==> config.mk <==
export PLATFORM = sky130hd
export DESIGN_NAME = dmem_access_ctrl_flat
export DESIGN_NICKNAME = d
export VERILOG_FILES = /design/src/rtl/dmem_access_ctrl_if.sv /design/src/rtl/dmem_access_ctrl.sv /design/src/flat_wrapper.sv
export SDC_FILE = /design/constraint.sdc
export NUM_CORES = 1
export LEC_CHECK = 0
export BUFFER_PORTS_ARGS = -buffer_cell sky130_fd_sc_hd__buf_2
export CAP_MARGIN = 5
export CORE_MARGIN = 3
export CORE_UTILIZATION = 36
export DETAILED_ROUTE_END_ITERATION = 10
export GPL_ROUTABILITY_DRIVEN = 0
export PLACE_DENSITY = 0.8
export SLEW_MARGIN = 5
export SYNTH_ARGS = -nofsm -noshare
export SYNTH_HDL_FRONTEND = slang
export SYNTH_SLANG_ARGS = --single-unit
==> constraint.sdc <==
create_clock -name CLK -period 2.7 [get_ports CLK]
set_input_delay 0.27 -clock CLK [delete_from_list [all_inputs] [get_ports CLK]]
set_output_delay 0.27 -clock CLK [all_outputs]
set_load 0.005 [all_outputs]
==> src/rtl/dmem_access_ctrl_if.sv <==
// Bundle of pipeline-request, cache and snoop signals seen by the data-memory access controller.
// The slave modport is the controller's view; master is the pipeline/cache side.
interface dmem_access_ctrl_if #(
   parameter int DATA_W = 32,
   parameter int ADDR_W = 32
);
   logic              req_ren;
   logic              req_wen;
   logic              req_atomic;
   logic              req_halt;
   logic [ADDR_W-1:0] req_addr;
   logic [DATA_W-1:0] req_wdata;
   logic              pipe_advance;
   logic              dhit;
   logic [DATA_W-1:0] dmemload;
   logic              snoop_inv;
   logic [ADDR_W-1:0] snoop_addr;
   logic              dmemREN;
   logic              dmemWEN;
   logic              datomic;
   logic [ADDR_W-1:0] dmemaddr;
   logic [DATA_W-1:0] dmemstore;
   logic              pipe_enable;
   logic [DATA_W-1:0] rdata;
   logic              link_valid;
   logic [ADDR_W-1:0] link_addr;

   modport slave (
      input  req_ren, req_wen, req_atomic, req_halt, req_addr, req_wdata,
             pipe_advance, dhit, dmemload, snoop_inv, snoop_addr,
      output dmemREN, dmemWEN, datomic, dmemaddr, dmemstore,
             pipe_enable, rdata, link_valid, link_addr
   );

   modport master (
      output req_ren, req_wen, req_atomic, req_halt, req_addr, req_wdata,
             pipe_advance, dhit, dmemload, snoop_inv, snoop_addr,
      input  dmemREN, dmemWEN, datomic, dmemaddr, dmemstore,
             pipe_enable, rdata, link_valid, link_addr
   );
endinterface

==> src/rtl/dmem_access_ctrl.sv <==
// Memory-stage cache access controller: one transaction per instruction, stall until dhit,
// load-data hold while the EX/MEM latch is frozen, and the LL/SC link register.
module dmem_access_ctrl #(
   parameter int DATA_W  = 32,
   parameter int ADDR_W  = 32,
   parameter int LINK_EN = 1
) (
   input logic               CLK,
   input logic               nRST,
   dmem_access_ctrl_if.slave bus
);

   localparam int   W    = $clog2(DATA_W / 8);
   localparam logic LINK = (LINK_EN != 0);

   typedef enum logic [1:0] {IDLE, BUSY, DONE} state_t;

   state_t            state, next_state;
   logic              ren, wen, atom;
   logic              pipe_en;
   logic              complete;
   logic [DATA_W-1:0] cdata;
   logic [DATA_W-1:0] hold;
   logic              link_q;
   logic [ADDR_W-1:0] link_addr_q;

   logic req, is_ll, is_sc, is_st, sc_ok;

   // Word-granular compare: byte-offset bits are shifted out so they never matter.
   function automatic logic match(input logic [ADDR_W-1:0] a, input logic [ADDR_W-1:0] b);
      return ((a ^ b) >> W) == '0;
   endfunction

   assign req   = (bus.req_ren | bus.req_wen) & ~bus.req_halt;
   assign is_ll = LINK & bus.req_ren & bus.req_atomic;
   assign is_sc = LINK & bus.req_wen & bus.req_atomic;
   assign is_st = bus.req_wen & ~is_sc;
   assign sc_ok = link_q & match(bus.req_addr, link_addr_q)
                  & ~(bus.snoop_inv & match(bus.snoop_addr, link_addr_q));

   always_comb begin
      next_state = state;
      ren        = 1'b0;
      wen        = 1'b0;
      atom       = 1'b0;
      pipe_en    = 1'b1;
      complete   = 1'b0;
      cdata      = hold;
      case (state)
         IDLE: begin
            if (req) begin
               if (is_sc && !sc_ok) begin
                  complete = 1'b1;
                  cdata    = '0;
               end else begin
                  ren  = bus.req_ren;
                  wen  = bus.req_wen;
                  atom = bus.req_atomic & LINK;
                  if (bus.dhit) begin
                     complete = 1'b1;
                     cdata    = is_sc ? DATA_W'(1) : bus.dmemload;
                  end else begin
                     next_state = BUSY;
                     pipe_en    = 1'b0;
                  end
               end
            end
         end
         BUSY: begin
            // An SC reaching BUSY already passed its link check and is committed.
            if (bus.req_halt) begin
               next_state = IDLE;
            end else begin
               ren  = bus.req_ren;
               wen  = bus.req_wen;
               atom = bus.req_atomic & LINK;
               if (bus.dhit) begin
                  complete = 1'b1;
                  cdata    = is_sc ? DATA_W'(1) : bus.dmemload;
               end else begin
                  pipe_en = 1'b0;
               end
            end
         end
         DONE: begin
            if (bus.pipe_advance) next_state = IDLE;
         end
         default: next_state = IDLE;
      endcase
      if (complete) next_state = bus.pipe_advance ? IDLE : DONE;
   end

   always_ff @(posedge CLK) begin
      if (!nRST) begin
         state       <= IDLE;
         hold        <= '0;
         link_q      <= 1'b0;
         link_addr_q <= '0;
      end else begin
         state <= next_state;
         if (complete) hold <= cdata;
         // Link priority: LL set > SC success > matching plain store > matching snoop.
         if (complete && is_ll) begin
            link_q      <= 1'b1;
            link_addr_q <= bus.req_addr;
         end else if (complete && is_sc && wen) begin
            link_q <= 1'b0;
         end else if (complete && is_st && match(bus.req_addr, link_addr_q)) begin
            link_q <= 1'b0;
         end else if (bus.snoop_inv && match(bus.snoop_addr, link_addr_q)) begin
            link_q <= 1'b0;
         end
      end
   end

   assign bus.dmemREN     = ren;
   assign bus.dmemWEN     = wen;
   assign bus.datomic     = atom;
   assign bus.dmemaddr    = bus.req_addr;
   assign bus.dmemstore   = bus.req_wdata;
   assign bus.pipe_enable = pipe_en;
   assign bus.rdata       = complete ? cdata : hold;
   assign bus.link_valid  = link_q & LINK;
   assign bus.link_addr   = link_addr_q;

endmodule
==> src/flat_wrapper.sv <==
// flat-port wrapper written by rule: the top's interface ports become plain ports
module dmem_access_ctrl_flat 
#(
   parameter int DATA_W  = 32,
   parameter int ADDR_W  = 32,
   parameter int LINK_EN = 1
)
  (CLK, nRST, bus_req_ren, bus_req_wen, bus_req_atomic, bus_req_halt, bus_req_addr, bus_req_wdata, bus_pipe_advance, bus_dhit, bus_dmemload, bus_snoop_inv, bus_snoop_addr, bus_dmemREN, bus_dmemWEN, bus_datomic, bus_dmemaddr, bus_dmemstore, bus_pipe_enable, bus_rdata, bus_link_valid, bus_link_addr);
  dmem_access_ctrl_if #(.DATA_W(DATA_W), .ADDR_W(ADDR_W)) bus_i ();
  input logic CLK;
  input logic nRST;
  input wire logic [$bits(bus_i.req_ren)-1:0] bus_req_ren;
  input wire logic [$bits(bus_i.req_wen)-1:0] bus_req_wen;
  input wire logic [$bits(bus_i.req_atomic)-1:0] bus_req_atomic;
  input wire logic [$bits(bus_i.req_halt)-1:0] bus_req_halt;
  input wire logic [$bits(bus_i.req_addr)-1:0] bus_req_addr;
  input wire logic [$bits(bus_i.req_wdata)-1:0] bus_req_wdata;
  input wire logic [$bits(bus_i.pipe_advance)-1:0] bus_pipe_advance;
  input wire logic [$bits(bus_i.dhit)-1:0] bus_dhit;
  input wire logic [$bits(bus_i.dmemload)-1:0] bus_dmemload;
  input wire logic [$bits(bus_i.snoop_inv)-1:0] bus_snoop_inv;
  input wire logic [$bits(bus_i.snoop_addr)-1:0] bus_snoop_addr;
  output wire logic [$bits(bus_i.dmemREN)-1:0] bus_dmemREN;
  output wire logic [$bits(bus_i.dmemWEN)-1:0] bus_dmemWEN;
  output wire logic [$bits(bus_i.datomic)-1:0] bus_datomic;
  output wire logic [$bits(bus_i.dmemaddr)-1:0] bus_dmemaddr;
  output wire logic [$bits(bus_i.dmemstore)-1:0] bus_dmemstore;
  output wire logic [$bits(bus_i.pipe_enable)-1:0] bus_pipe_enable;
  output wire logic [$bits(bus_i.rdata)-1:0] bus_rdata;
  output wire logic [$bits(bus_i.link_valid)-1:0] bus_link_valid;
  output wire logic [$bits(bus_i.link_addr)-1:0] bus_link_addr;
  assign bus_i.req_ren = bus_req_ren;
  assign bus_i.req_wen = bus_req_wen;
  assign bus_i.req_atomic = bus_req_atomic;
  assign bus_i.req_halt = bus_req_halt;
  assign bus_i.req_addr = bus_req_addr;
  assign bus_i.req_wdata = bus_req_wdata;
  assign bus_i.pipe_advance = bus_pipe_advance;
  assign bus_i.dhit = bus_dhit;
  assign bus_i.dmemload = bus_dmemload;
  assign bus_i.snoop_inv = bus_snoop_inv;
  assign bus_i.snoop_addr = bus_snoop_addr;
  assign bus_dmemREN = bus_i.dmemREN;
  assign bus_dmemWEN = bus_i.dmemWEN;
  assign bus_datomic = bus_i.datomic;
  assign bus_dmemaddr = bus_i.dmemaddr;
  assign bus_dmemstore = bus_i.dmemstore;
  assign bus_pipe_enable = bus_i.pipe_enable;
  assign bus_rdata = bus_i.rdata;
  assign bus_link_valid = bus_i.link_valid;
  assign bus_link_addr = bus_i.link_addr;
  dmem_access_ctrl #(.DATA_W(DATA_W), .ADDR_W(ADDR_W), .LINK_EN(LINK_EN)) u_core (.CLK(CLK), .nRST(nRST), .bus(bus_i));
endmodule
==> results.py, run 1 <==
metrics = {
    "worst_setup_path": {
        "crit_type": "flop to output pin",
        "path_cells": "xnor2_2 -> nand4_1 -> or4_4 -> a2111oi_4 -> or2_4 -> clkbuf_16 -> a22o_1 -> buf_2",
        "setup.worst_path.end_class": "output pin",
        "path_buf_inv": 2,
        "cp_top_family": "simple AND/OR/NAND/NOR gates",
        "slowest_stage": "or4_4",
        "startpoint_type": "flop",
        "path_max_fanout": 7,
        "cpPeakStageDelay_ns": 0.60,
        "rr_worst_depth": 10,
        "cp_data_arrival_time_ns": 2.66,
        "required_ns": 2.43,
        "crit_cells": 8,
    },
    "place": {
        "hpwl_microns": 9356,
        "post_dp_cell_area_sq_um": 4851,
        "io_buffers": 203,
    },
    "floorplanning": {
        "dieArea_sq_um": 12490,
        "die_h_microns": 111.8,
        "core_sq_um": 10600,
        "die_w_microns": 111.8,
        "initial_utilization_pct": 37.99,
        "num_io_pins": 270,
        "rows": 37,
    },
    "global_routing": {
        "grt_pass1_vias": 3983,
        "grt_max_degree": 60,
        "overflow": 0,
        "antenna_found_initial": 0,
        "grt_usage_pct": 20.08,
        "grt_first_pass_wirelength_microns": 20160,
    },
    "routing": {
        "route.detailed.drc": 0,
        "vias": 3938,
        "drt-vias-per-instance": 5.230,
        "drtAntennaViolNets": 0,
        "firstDrtPassIters": 5,
        "wl_per_cell_microns": 17.34,
        "initialDrtViolationCount": 224,
        "wl_microns": 13050,
    },
    "sta": {
        "tightestPinTransition_ns": 0.9141,
        "period_share_pct": 108.5,
        "layout_min_cycle_time_ns": 2.931,
        "fin_hold_ws_ns": 0.1522,
        "rsz0062_at_grt": "yes",
        "slew_headroom_pct": 38.54,
        "hold_viol": 0,
        "fmax_mhz": 341.2,
        "finalSetupViolations": 36,
        "fin_ws_ns": -0.2307,
        "slew_viol_final": 0,
        "tns_ns": -6.656,
        "finClkSkew_ns": 0.01079,
    },
    "min_path": {
        "worstHoldPathType": "input port to flop",
        "hold_depth": 2,
    },
    "layout": {
        "post-route-util_pct": 52.13,
        "fillers": 917,
        "diodes": 0,
        "final_nets": 750,
        "final_common_cell": "buf_2",
        "multi_input_area_sq_um": 2298,
        "seq_area_sq_um": 1359,
        "fin_area_sq_um": 5527,
        "syn_to_final_growth_pct": 37.22,
        "final_cell_mix": "buf_2 (203), nand2_1 (74), dfxtp_1 (55)",
        "drive_above_1_share_pct": 50.73,
    },
    "clocking": {
        "cts_made_buffers": 9,
        "insertion_delay_ns": 0.34,
        "cts_buffer_depth": 2,
        "tritoncts": "done",
        "cts_hold_buffers": 0,
        "cts-root-buf": "clkbuf_8",
        "cts_sinks": 67,
        "htree_levels": 3,
        "clkTransAtPathRegs_ns": 0.08,
    },
    "outcome": {
        "failed_checks": "negative setup slack",
        "status": "finished, violations left",
    },
    "yosys": {
        "avgSynthCellArea_sq_um": 9.133,
        "synth_nets": 578,
        "seq_area_frac_synth_pct": 33.30,
        "synth-seq-cells": 67,
        "netlist_instances": 441,
        "synth_edf_count": 0,
        "async_flop_share_pct": 0,
        "synth_flop_cell": "dfxtp_1",
        "syn_area_sq_um": 4028,
        "synth_cell_types": 34,
        "ys_warn_count": 0,
    },
    "pwr": {
        "p_leak_uw": 0.002541,
        "max-vdd-ir-drop_uv": 208.8,
        "p_per_area_nw_per_um2": 440.5,
    },
    "flow_run": {
        "cap_violations": 0,
    },
}
## cell usage after synthesis (3+ instances only)
library cell / number / share of area (%)
nand4_1: 11 / 1.7
o21ai_0: 4 / 0.50
nor4_1: 6 / 0.93
mux2i_1: 32 / 8.0
nor2_1: 3 / 0.28
nand2b_1: 3 / 0.47
nand2_1: 74 / 6.9
dfxtp_1: 67 / 33
xor2_1: 16 / 3.5
nand3_1: 3 / 0.37
clkbuf_1: 18 / 1.7
a22o_1: 31 / 6.7
buf_4: 70 / 13
xnor2_1: 44 / 9.6
a32o_1: 32 / 8.0
## path summary, 6_finish.rpt
path                                                            start                                    to  slack [ns]
worst max-delay path            u_core.bus.link_addr[19]$_SDFFE_PN0P_                         bus_rdata[29]       -0.23
worst min-delay path                                  bus_dmemload[3]             u_core.hold[3]$_SDFF_PN0_        0.15
worst max register to register  u_core.bus.link_addr[19]$_SDFFE_PN0P_             u_core.hold[5]$_SDFF_PN0_        0.09
worst min register to register   u_core.bus.link_addr[1]$_SDFFE_PN0P_  u_core.bus.link_addr[1]$_SDFFE_PN0P_        0.46
## routing by layer
metal	track usage (%)	up-vias	wire [microns]
li1	-	1858	-
met1	23.87	1863	5066
met2	33.81	164	6699
met3	4.783	53	727
met4	9.895	0	560
met5	0	-	0
## layout make-up
type | count | share of cell area, %
repair buffers | 254 | 27.26
flip-flops and latches | 67 | 24.59
clock inverters | 4 | 0.9282
multi-input cells | 281 | 41.59
clock buffers | 11 | 2.558
well taps | 136 | 3.079
## through the flow
| step | power [uW] | std cells | setup slack [ns] |
|---|---|---|---|
| after floorplan | 1369 | 441 | 0.2827 |
| after global placement | 1520 | 718 | -0.006387 |
| after detailed placement | 1534 | 718 | -0.05715 |
| after CTS | 2438 | 745 | -0.2117 |
| after global routing | 2561 | 753 | -0.3415 |
| final | 2434 | 753 | -0.2307 |
## what timing repair did
action	4_1_cts	5_1_grt
endpoints found under the setup margin	34	38
setup buffers	9	9
pin swaps	16	25
resized for setup	25	23
cloned	3	1
## kinds of logic (layout without fill, tap and decap cells)
kind of cell,after synthesis,in the layout,share of synthesized area (%)
buffers and inverters,93,269,15.63
and+or+nand+nor,109,109,12.24
DFF,67,67,33.30
muxes,32,32,7.953
AOI/OAI and AO/OA,80,80,17.83
xor gates and xnor gates,60,60,13.05
## where the power goes
part	switching (uW)	total, uW	internal (uW)	leakage, uW
clock	389	836	447	0.0000954
sequential	25.6	1050	1020	0.000550
combinational	267	551	284	0.00190
total	682	2430	1750	0.00254
## sequential cells by signal (all words and copies together), names as in the netlist
signal                 flops
u_core.bus.link_valid      1
u_core.bus.link_addr      32
u_core.hold               32
u_core.state               2
Note: power is estimated with default switching activity, not from simulation.
==> run 2: changes to the inputs <==
==> constraint.sdc (replaced) <==
create_clock -name CLK -period 2.7 [get_ports CLK]
set_input_delay 0.675 -clock CLK [delete_from_list [all_inputs] [get_ports CLK]]
set_output_delay 0.675 -clock CLK [all_outputs]
set_load 0.005 [all_outputs]
==> run 2 against run 1 <==
  * The flow still finishes with violations (negative setup slack)
  * Die area unchanged
  * Clock power rose by 15%
  * Utilization grew 5.1 points
  * Total power increased by 7.6%
  * Final cell count rose by 6.1%
  * Register-to-register slack improved by 0.03 ns
==> results.py, run 2 (synthesis results as in run 1) <==
metrics = {
    "clocking": {
        "tritoncts": "done",
        "clkTransAtPathRegs_ns": 0.07,
        "insertion_delay_ns": 0.35,
        "cts_buffer_depth": 2,
        "htree_levels": 3,
        "cts-root-buf": "clkbuf_8",
        "cts_made_buffers": 9,
        "cts_sinks": 67,
    },
    "sta": {
        "fin_ws_ns": -0.6988,
        "tns_ns": -23.81,
        "finClkSkew_ns": 0.005929,
        "slew_viol_final": 0,
        "tightestPinTransition_ns": 0.4535,
        "period_share_pct": 125.9,
        "rsz0062_at_grt": "yes",
        "layout_min_cycle_time_ns": 3.399,
        "slew_headroom_pct": 69.77,
        "fmax_mhz": 294.2,
        "hold_viol": 0,
        "finalSetupViolations": 36,
    },
    "routing": {
        "initialDrtViolationCount": 198,
        "drtAntennaViolNets": 0,
        "firstDrtPassIters": 4,
        "drt-vias-per-instance": 5.115,
        "wl_microns": 13270,
        "wl_per_cell_microns": 16.61,
        "vias": 4087,
        "route.detailed.drc": 0,
    },
    "global_routing": {
        "overflow": 0,
        "grt_pass1_vias": 4023,
        "antenna_found_initial": 1,
        "grt_max_degree": 42,
        "grt_first_pass_wirelength_microns": 19650,
        "grt_usage_pct": 19.29,
    },
    "layout": {
        "diodes": 0,
        "final_common_cell": "buf_2",
        "syn_to_final_growth_pct": 50.76,
        "final_nets": 795,
        "seq_area_sq_um": 1363,
        "multi_input_area_sq_um": 2392,
        "final_cell_mix": "buf_2 (192), buf_4 (84), nand2_1 (74)",
        "fillers": 896,
        "final_cell_count_no_fill": 799,
        "fin_area_sq_um": 6072,
        "post-route-util_pct": 57.28,
        "drive_above_1_share_pct": 55.81,
    },
    "worst_setup_path": {
        "crit_start": "bus_req_addr[28]",
        "endpoint": "bus_rdata[7]",
        "cp_data_arrival_time_ns": 2.72,
        "rr_startpoint": "u_core.bus.link_addr[28]$_SDFFE_PN0P_",
        "crit_type": "input port to output pin",
        "r2r-end": "u_core.hold[17]$_SDFF_PN0_",
        "path_cells": "buf_8 -> xnor2_4 -> nand4_1 -> or4_4 -> a2111oi_4 -> or2_4 -> clkbuf_16 -> a22o_1 -> buf_2",
        "required_ns": 2.03,
        "path_buf_inv": 3,
        "slowest_stage": "or4_4",
        "path_max_fanout": 7,
        "r2r_setup_slack_ns": 0.12,
        "startpoint_type": "input port",
        "cp_top_family": "simple AND/OR/NAND/NOR gates",
        "crit_cells": 9,
        "rr_worst_depth": 9,
        "setup.worst_path.end_class": "output pin",
        "cpPeakStageDelay_ns": 0.57,
    },
    "floorplanning": {
        "initial_utilization_pct": 37.99,
        "dieArea_sq_um": 12490,
        "core_sq_um": 10600,
        "die_h_microns": 111.8,
        "die_w_microns": 111.8,
        "num_io_pins": 270,
        "rows": 37,
    },
    "place": {
        "post_dp_cell_area_sq_um": 5339,
        "dp.cells": 764,
        "io_buffers": 203,
        "hpwl_microns": 9676,
    },
    "pwr": {
        "p_leak_uw": 0.002835,
        "p_per_area_nw_per_um2": 431.4,
        "max-vdd-ir-drop_uv": 275.0,
        "totalPowerFinal_uw": 2620,
    },
    "flow_run": {
        "cap_violations": 0,
    },
    "min_path": {
        "worstHoldPathType": "flop to flop",
    },
    "outcome": {
        "status": "finished, violations left",
        "failed_checks": "negative setup slack",
    },
}
run 2: worst register-to-register path: cells and delay by family, from the launching register on:
| kind | cells | cell delay [ns] |
|---|---|---|
| simple gates | 3 | 1.03 |
| buf+inv | 3 | 0.41 |
| xor+xnor | 1 | 0.17 |
| compound gates | 2 | 0.54 |
| flops | 1 | 0.37 |
run 2: report_power, final:
group / switching, uW / internal [uW]
clock: 397 / 566
combinational: 278 / 334
sequential: 23.8 / 1020
run 2: metal layers:
layer	vias up	wire length (microns)	GRT usage (%)
met4	2	463	9.246
met1	1953	5073	22.05
met2	140	6979	34.69
li1	1944	-	-
met5	-	13	0
met3	48	740	3.261
run 2: stage by stage:
stage / hold slack, ns / worst slack, ns
6_report: 0.4673 / -0.6988
3_3_place_gp: 0.4406 / -0.8136
5_1_grt: 0.5278 / -0.8096
3_5_place_dp: 0.4592 / -0.7976
2_1_floorplan: 0.4511 / -0.2124
4_1_cts: 0.4731 / -0.7393
run 2: how the worst min path moves through the flow:
| stage | endpoint | slack (ns) | depth (start not counted) | from |
|---|---|---|---|---|
| 5_1_grt | u_core.hold[16]$_SDFF_PN0_ | 0.53 | 1 | u_core.hold[16]$_SDFF_PN0_ |
| 3_3_place_gp | u_core.bus.link_addr[1]$_SDFFE_PN0P_ | 0.44 | 2 | u_core.bus.link_addr[1]$_SDFFE_PN0P_ |
| 4_1_cts | u_core.bus.link_addr[1]$_SDFFE_PN0P_ | 0.47 | 2 | u_core.bus.link_addr[1]$_SDFFE_PN0P_ |
| 6_report | u_core.bus.link_addr[1]$_SDFFE_PN0P_ | 0.47 | 2 | u_core.bus.link_addr[1]$_SDFFE_PN0P_ |
| 3_5_place_dp | u_core.bus.link_addr[1]$_SDFFE_PN0P_ | 0.46 | 2 | u_core.bus.link_addr[1]$_SDFFE_PN0P_ |
| 2_1_floorplan | u_core.bus.link_addr[0]$_SDFFE_PN0P_ | 0.45 | 2 | u_core.bus.link_addr[0]$_SDFFE_PN0P_ |
run 2: area by class of cell:
class | instances | area share [%]
Clock inverter | 5 | 1.236
Tap cell | 136 | 2.802
Multi-Input combinational cell | 281 | 39.40
Timing Repair Buffer | 299 | 31.63
Clock buffer | 11 | 2.493
Sequential cell | 67 | 22.44
run 2: repair_timing:
item,4_1_cts,5_1_grt
gates cloned,0,1
endpoints found under the setup margin,36,45
setup buffers,10,11
gates resized for setup,7,63
hold buffers,0,0
pin swaps,8,33
hold endpoints to repair,0,0
